**src/rtl/ram_unloader_if.sv**
```systemverilog
// rtl/ram_unloader_if.sv - RAM read port and output FIFO write port used by ram_unloader
interface ram_unloader_if #(
   parameter int DATA_W = 8,
   parameter int ADDR_W = 4
);
   logic              rd_ram;
   logic [ADDR_W-1:0] ram_rd_addr;
   logic [DATA_W-1:0] ram_rd_data;
   logic              full;
   logic              wr_fifo;
   logic [DATA_W-1:0] fifo_wr_data;

   // The unloader drives reads into the RAM and writes into the FIFO.
   modport master (
      output rd_ram,
      output ram_rd_addr,
      input  ram_rd_data,
      input  full,
      output wr_fifo,
      output fifo_wr_data
   );

   // The RAM/FIFO side answers with read data and backpressure.
   modport slave (
      input  rd_ram,
      input  ram_rd_addr,
      output ram_rd_data,
      output full,
      input  wr_fifo,
      input  fifo_wr_data
   );
endinterface

```
**src/rtl/ram_unloader.sv**
```systemverilog
// rtl/ram_unloader.sv - walks result RAM addresses and pushes each word into the output FIFO
module ram_unloader #(
   parameter int DATA_W    = 8,
   parameter int ADDR_W    = 4,
   parameter int NUM_WORDS = 16
) (
   input  logic            clk,
   input  logic            reset_n,
   input  logic            start,
   output logic            busy,
   output logic            done,
   ram_unloader_if.master  bus
);

   localparam logic [ADDR_W-1:0] LAST_ADDR = ADDR_W'(NUM_WORDS - 1);

   typedef enum logic [2:0] {
      IDLE = 3'd0,
      RD   = 3'd1,
      CAP  = 3'd2,
      PUSH = 3'd3,
      DONE = 3'd4
   } state_t;

   state_t            state, state_next;
   logic [ADDR_W-1:0] addr, addr_next;
   logic [DATA_W-1:0] hold, hold_next;
   logic              rd_ram_c;
   logic              wr_fifo_c;
   logic              done_c;

   // State, address and captured word registers; async reset clears any partial block.
   always_ff @(posedge clk or negedge reset_n) begin
      if (!reset_n) begin
         state <= IDLE;
         addr  <= '0;
         hold  <= '0;
      end else begin
         state <= state_next;
         addr  <= addr_next;
         hold  <= hold_next;
      end
   end

   // Next-state and output decode; the FIFO write is combinational from full so a
   // falling full lets the word go out in the same PUSH cycle.
   always_comb begin
      state_next = state;
      addr_next  = addr;
      hold_next  = hold;
      rd_ram_c   = 1'b0;
      wr_fifo_c  = 1'b0;
      done_c     = 1'b0;
      case (state)
         IDLE: begin
            if (start) begin
               state_next = RD;
               addr_next  = '0;
            end
         end
         RD: begin
            rd_ram_c   = 1'b1;
            state_next = CAP;
         end
         CAP: begin
            hold_next  = bus.ram_rd_data;
            state_next = PUSH;
         end
         PUSH: begin
            if (!bus.full) begin
               wr_fifo_c = 1'b1;
               if (addr == LAST_ADDR) begin
                  state_next = DONE;
               end else begin
                  addr_next  = addr + 1'b1;
                  state_next = RD;
               end
            end
         end
         DONE: begin
            done_c     = 1'b1;
            addr_next  = '0;
            state_next = IDLE;
         end
         default: begin
            state_next = IDLE;
            addr_next  = '0;
         end
      endcase
   end

   assign bus.rd_ram       = rd_ram_c;
   assign bus.ram_rd_addr  = addr;
   assign bus.wr_fifo      = wr_fifo_c;
   assign bus.fifo_wr_data = hold;
   assign done             = done_c;
   assign busy             = (state != IDLE);

endmodule

```
**src/flat_wrapper.sv**
```systemverilog
// flat-port wrapper written by rule: the top's interface ports become plain ports
module ram_unloader_flat 
#(
   parameter int DATA_W    = 8,
   parameter int ADDR_W    = 4,
   parameter int NUM_WORDS = 16
)
  (clk, reset_n, start, busy, done, bus_rd_ram, bus_ram_rd_addr, bus_ram_rd_data, bus_full, bus_wr_fifo, bus_fifo_wr_data);
  ram_unloader_if #(.DATA_W(DATA_W), .ADDR_W(ADDR_W)) bus_i ();
  input  logic clk;
  input  logic reset_n;
  input  logic start;
  output logic busy;
  output logic done;
  output wire logic [$bits(bus_i.rd_ram)-1:0] bus_rd_ram;
  output wire logic [$bits(bus_i.ram_rd_addr)-1:0] bus_ram_rd_addr;
  input wire logic [$bits(bus_i.ram_rd_data)-1:0] bus_ram_rd_data;
  input wire logic [$bits(bus_i.full)-1:0] bus_full;
  output wire logic [$bits(bus_i.wr_fifo)-1:0] bus_wr_fifo;
  output wire logic [$bits(bus_i.fifo_wr_data)-1:0] bus_fifo_wr_data;
  assign bus_rd_ram = bus_i.rd_ram;
  assign bus_ram_rd_addr = bus_i.ram_rd_addr;
  assign bus_i.ram_rd_data = bus_ram_rd_data;
  assign bus_i.full = bus_full;
  assign bus_wr_fifo = bus_i.wr_fifo;
  assign bus_fifo_wr_data = bus_i.fifo_wr_data;
  ram_unloader #(.DATA_W(DATA_W), .ADDR_W(ADDR_W), .NUM_WORDS(NUM_WORDS)) u_core (.clk(clk), .reset_n(reset_n), .start(start), .busy(busy), .done(done), .bus(bus_i));
endmodule
```
**config.mk**
```make
export PLATFORM = sky130hd
export DESIGN_NAME = ram_unloader_flat
export DESIGN_NICKNAME = d
export VERILOG_FILES = /design/src/rtl/ram_unloader_if.sv /design/src/rtl/ram_unloader.sv /design/src/flat_wrapper.sv
export SDC_FILE = /design/constraint.sdc
export NUM_CORES = 1
export LEC_CHECK = 0
export ABC_AREA = 1
export CAP_MARGIN = 20
export CORE_MARGIN = 4
export CORE_UTILIZATION = 45
export DETAILED_ROUTE_END_ITERATION = 8
export PLACE_DENSITY = 0.79
export SYNTH_ARGS = -nofsm -noshare
export SYNTH_HDL_FRONTEND = slang
export SYNTH_SLANG_ARGS = --single-unit
```
**constraint.sdc**
```tcl
create_clock -name clk -period 2.65 [get_ports clk]
set_clock_uncertainty 0.15 [all_clocks]
set_input_delay 0.795 -clock clk [delete_from_list [all_inputs] [get_ports clk]]
set_output_delay 0.795 -clock clk [all_outputs]
set_load 0.03 [all_outputs]
```
* Word level (Yosys, flattened, before mapping)
Index checks and enable logic that the tools add are counted.
Word-level totals: bits in read-only memories 0, bits in writable memories 0, bits in latches 0, logic and storage cells 30, memories 0, register bits 15
Cells by class: bitwise gates (word level) 1, $mul 0, reduce and logical (&&, ||, !) cells 5, shifts and indexed selects 0, $lt $le $gt $ge 0, eq/ne operators 8, add/sub/neg operators 1, muxes and demuxes 12, divide/modulo/power cells 0
Operators with widths (count):
- two-way mux 4 bit | 3
- one-hot mux 3 bit (4 select lines) | 1
- one-hot mux 4 bit (3 select lines) | 1
- two-way mux 3 bit | 3
- == test 3 x 2 -> 1 bit (second input constant) | 2
- != test 2 bit (second input constant) | 3
- adder 4 x 1 -> 4 bit (second input constant) | 1
- == test 4 bit (second input constant) | 1
- two-way mux 1 bit | 4
- AND reduction 4 bit | 1
- == test 3 x 1 -> 1 bit (second input constant) | 1
- == test 3 bit (second input constant) | 1
- logical NOT 3 bit | 1
- nonzero test 3 bit | 1
- AND reduction 2 bit | 1
- OR reduction 2 bit | 1
- inverter 1 bit | 1

* Depth between registers and ports, before layout
word-level depth 4, mapped depth 8, depth with buffers taken out 7

* Worst setup path after synthesis
Ideal clock, no wire load.
path type input port to output port, start point in bus_full, end point out bus_wr_fifo, arrival 1.208 ns, setup slack 0.497 ns, stages on the path 1, cell sequence nor2_1
On the way: cells in the longest elaborated chain, start to end 2
Ends and longest elaborated chain:
- from (decl) | RTL line flat_wrapper.sv:18 | input wire logic [$bits(bus_i.full)-1:0] bus_full;
- two-way mux 1 bit | RTL line ram_unloader.sv:70 | if (!bus.full) begin
- two-way mux 1 bit | RTL line ram_unloader.sv:54 | case (state)
- to (decl) | RTL line flat_wrapper.sv:19 | output wire logic [$bits(bus_i.wr_fifo)-1:0] bus_wr_fifo;
Every way passes these cells.

* Worst setup path after layout
start point reg u_core.state[0], end point out busy
On the way: cells in the longest elaborated chain, start to end 1
Ends and longest elaborated chain:
- from (decl) | RTL line ram_unloader.sv:25 | state_t state, state_next;
- from (signal assigned) | RTL line ram_unloader.sv:39 | state <= state_next;
- nonzero test 3 bit | RTL line ram_unloader.sv:97 | assign busy = (state != IDLE);
- to (decl) | RTL line flat_wrapper.sv:13 | output logic busy;
Every way passes these cells.

==> impl_metrics.ini <==
[run_status]
outcome = finished clean

[clock_tree]
path_clk_slew_ns = 0.09
cts_root_buffer = clkbuf_4
cts_made_buffers = 3
clock-sinks = 15
cts_tree = built
cts_buffer_depth = 2
h-tree-depth = 1
postCtsHoldBufs = 0
clk_latency_ns = 0.28

[worst_hold_path]
hold_class = register to register
hold_start = u_core.bus.fifo_wr_data[7]$_DFFE_PN0P_
min_to = u_core.bus.fifo_wr_data[7]$_DFFE_PN0P_
holdPathStages = 1

[layout]
n_fill_cell = 127
drive_gt1_share_pct = 20.6
regArea_um2 = 377
nets = 121
syn_to_final_growth_pct = 42.4
multiInputGateArea_um2 = 320
diodes = 0
final_cell_count_no_fill = 123

[synth]
syn_inst = 77
synthMuxAreaShare_pct = 12.3
synth_nets = 90
yosysTopAreaCell = dfrtp_1
synth_top_family_by_area = simple AND/OR/NAND/NOR gates
synth_cell_types = 16
synth_area_um2 = 734
synth_top_area_share_pct = 51.1
avgSynthCellArea_um2 = 9.54
yosysWarningCount = 0
synth-xor-area-share_pct = 0
synth-adder-area-share_pct = 1.70
yosysSeqAreaShare_pct = 51.1
synthSimpleGateAreaFrac_pct = 29.6
synth_area_leaders = dfrtp_1, mux2_2, nand2_1
synth_compound_area_share_pct = 0
ys_ff_latch = 15

[power]
power-per-cell-area_mw_per_mm2 = 1180
totalPowerFinal_mw = 1.24
leakage_nw = 0.513
peakVddDrop_uv = 821

[routing]
wl_mm = 1.59
via_per_inst = 5.09
drc = 0
postRouteAntennaNets = 0
drtPass1Iterations = 4
wl_per_cell_um = 12.9
via_count = 626
detail_route.iter0.violations = 7

[floorplan]
pin_count = 28
core-area_mm2 = 0.00152
fp-row-count = 14
die_y_um = 48.4
die_w_um = 48.4
initial_core_util_pct = 48.2
die-area_mm2 = 0.00234

[setup_path]
crit_required_ns = 1.71
r2r_end = u_core.bus.ram_rd_addr[3]$_DFFE_PN0P_
r2r_cells = 7
reg2reg_slack_ns = 1.11
start_kind = register
path_class = register to output port
timing.rr.start = u_core.bus.ram_rd_addr[0]$_DFFE_PN0P_
endpoint_kind = output port
critPathMaxFanout = 7
arrival_ns = 1.61

[timing]
finalCritPeriodShare_pct = 96.5
holdWs_ns = 0.358
setup_tns_ns = 0
max-slew-margin-rel_pct = 55.2
setup-violations-final = 0
fmax_mhz = 391
rsz0062_at_grt = false
tightest_slew_ns = 0.669
maxSlewViolCount = 0
min_period_ns = 2.56
finalHoldViolCount = 0

[placed_design]
dp_hpwl_mm = 1.17
place_inst = 119
io_buffers = 27
gp_congestion = 0.844

[global_routing]
grt_use_total_pct = 13.9
grt_pass1_wl_mm = 2.60
grt-ovfl-total = 0
first_global_vias = 601
grt_antenna_before_repair = 0
grt_max_degree = 16

[job]
cap_viol_max_count = 0
==> critical path, cell delays in order (launching register included) <==
cell and delay (ns):
dfrtp_1 0.50, nor2_1 0.10, nand2_1 0.07, clkdlybuf4s50_1 0.66
==> synthesized netlist by cell type <==
cell and instances:
nand3_1 10, dfrtp_1 15, ha_1 1, nor2_1 6
nor3_1 3, nand2_1 16, mux2_2 8, inv_2 3
nand3_2 1, nand4_1 2, nor2_2 1, nand3_4 1
nand2_2 2, buf_2 1, inv_1 6, nor2_4 1
==> final cells by class <==
type	instances	share of cell area (%)
inverters	9	3.23
repair buffers	27	25.7
well taps	16	1.91
flip-flops and latches	15	36.0
clock buffers	4	2.51
multi-input cells	52	30.6
==> report_power, final <==
group	switching (mW)	total (mW)	internal, mW
Combinational	0.405	0.705	0.300
Clock	0.0738	0.132	0.0584
Sequential	0.0808	0.401	0.321
==> metal layers <==
layer	vias up	global-route usage, %	wire (um)
li1	313	-	-
met4	0	5.53	20
met5	-	0	0
met1	300	16.5	698
met3	4	2.15	37
met2	9	24.6	835
==> cells in the final DEF, fill, tap and decap left out <==
master | netlist | final
clkdlybuf4s50_1 | 0 | 24
nand2_1 | 16 | 16
dfrtp_1 | 15 | 14
nand3_1 | 10 | 10
mux2_2 | 8 | 8
inv_1 | 6 | 6
nor2_1 | 6 | 6
inv_2 | 3 | 3
nor3_1 | 3 | 3
clkbuf_4 | 0 | 3
nand4_1 | 2 | 2
nand2_2 | 2 | 2
nand3_2 | 1 | 1
nor2_2 | 1 | 1
nand3_4 | 1 | 1
nor2_4 | 1 | 1
ha_1 | 1 | 1
clkbuf_1 | 0 | 1
dlygate4sd2_1 | 0 | 1
dlymetal6s2s_1 | 0 | 1
buf_4 | 0 | 1
dfrtp_2 | 0 | 1
==> sequential cells by signal, indices dropped and copies added (netlist names) <==
| signal | flops |
|---|---|
| u_core.bus.fifo_wr_data | 8 |
| u_core.state | 3 |
| u_core.bus.ram_rd_addr | 4 |
==> stage by stage <==
step | setup slack (ns) | area [um^2] | util, %
floorplan | 0.497 | 734 | -
global placement | 0.220 | 1020 | 66.7
detailed placement | 0.221 | 1020 | 66.7
CTS | 0.0342 | 1040 | 68.4
global route | 0.0162 | 1050 | 68.6
finish | 0.0939 | 1050 | 68.6
==> kinds of logic after synthesis <==
kind of cell / after synthesis
adders and majority gates: 1
buffers and inverters: 10
DFF: 15
muxes: 8
and+or+nand+nor: 43
==> timing repair <==
item,CTS,global route
setup buffers,0,0
setup endpoints to repair,1,2
resized for setup,1,2
pin swaps,0,0
gates cloned,0,0
==> worst max path at each step <==
stage                                 from     endpoint  slack [ns]  depth (start not counted)
6_report       u_core.state[0]$_DFFE_PN0P_         busy        0.09                          3
5_1_grt        u_core.state[0]$_DFFE_PN0P_         busy        0.02                          3
4_1_cts        u_core.state[1]$_DFFE_PN0P_         done        0.03                          2
3_5_place_dp                      bus_full  bus_wr_fifo        0.22                          3
3_3_place_gp                      bus_full  bus_wr_fifo        0.22                          3
2_1_floorplan                     bus_full  bus_wr_fifo        0.50                          1
No activity file was read; power rests on OpenSTA's default activity.
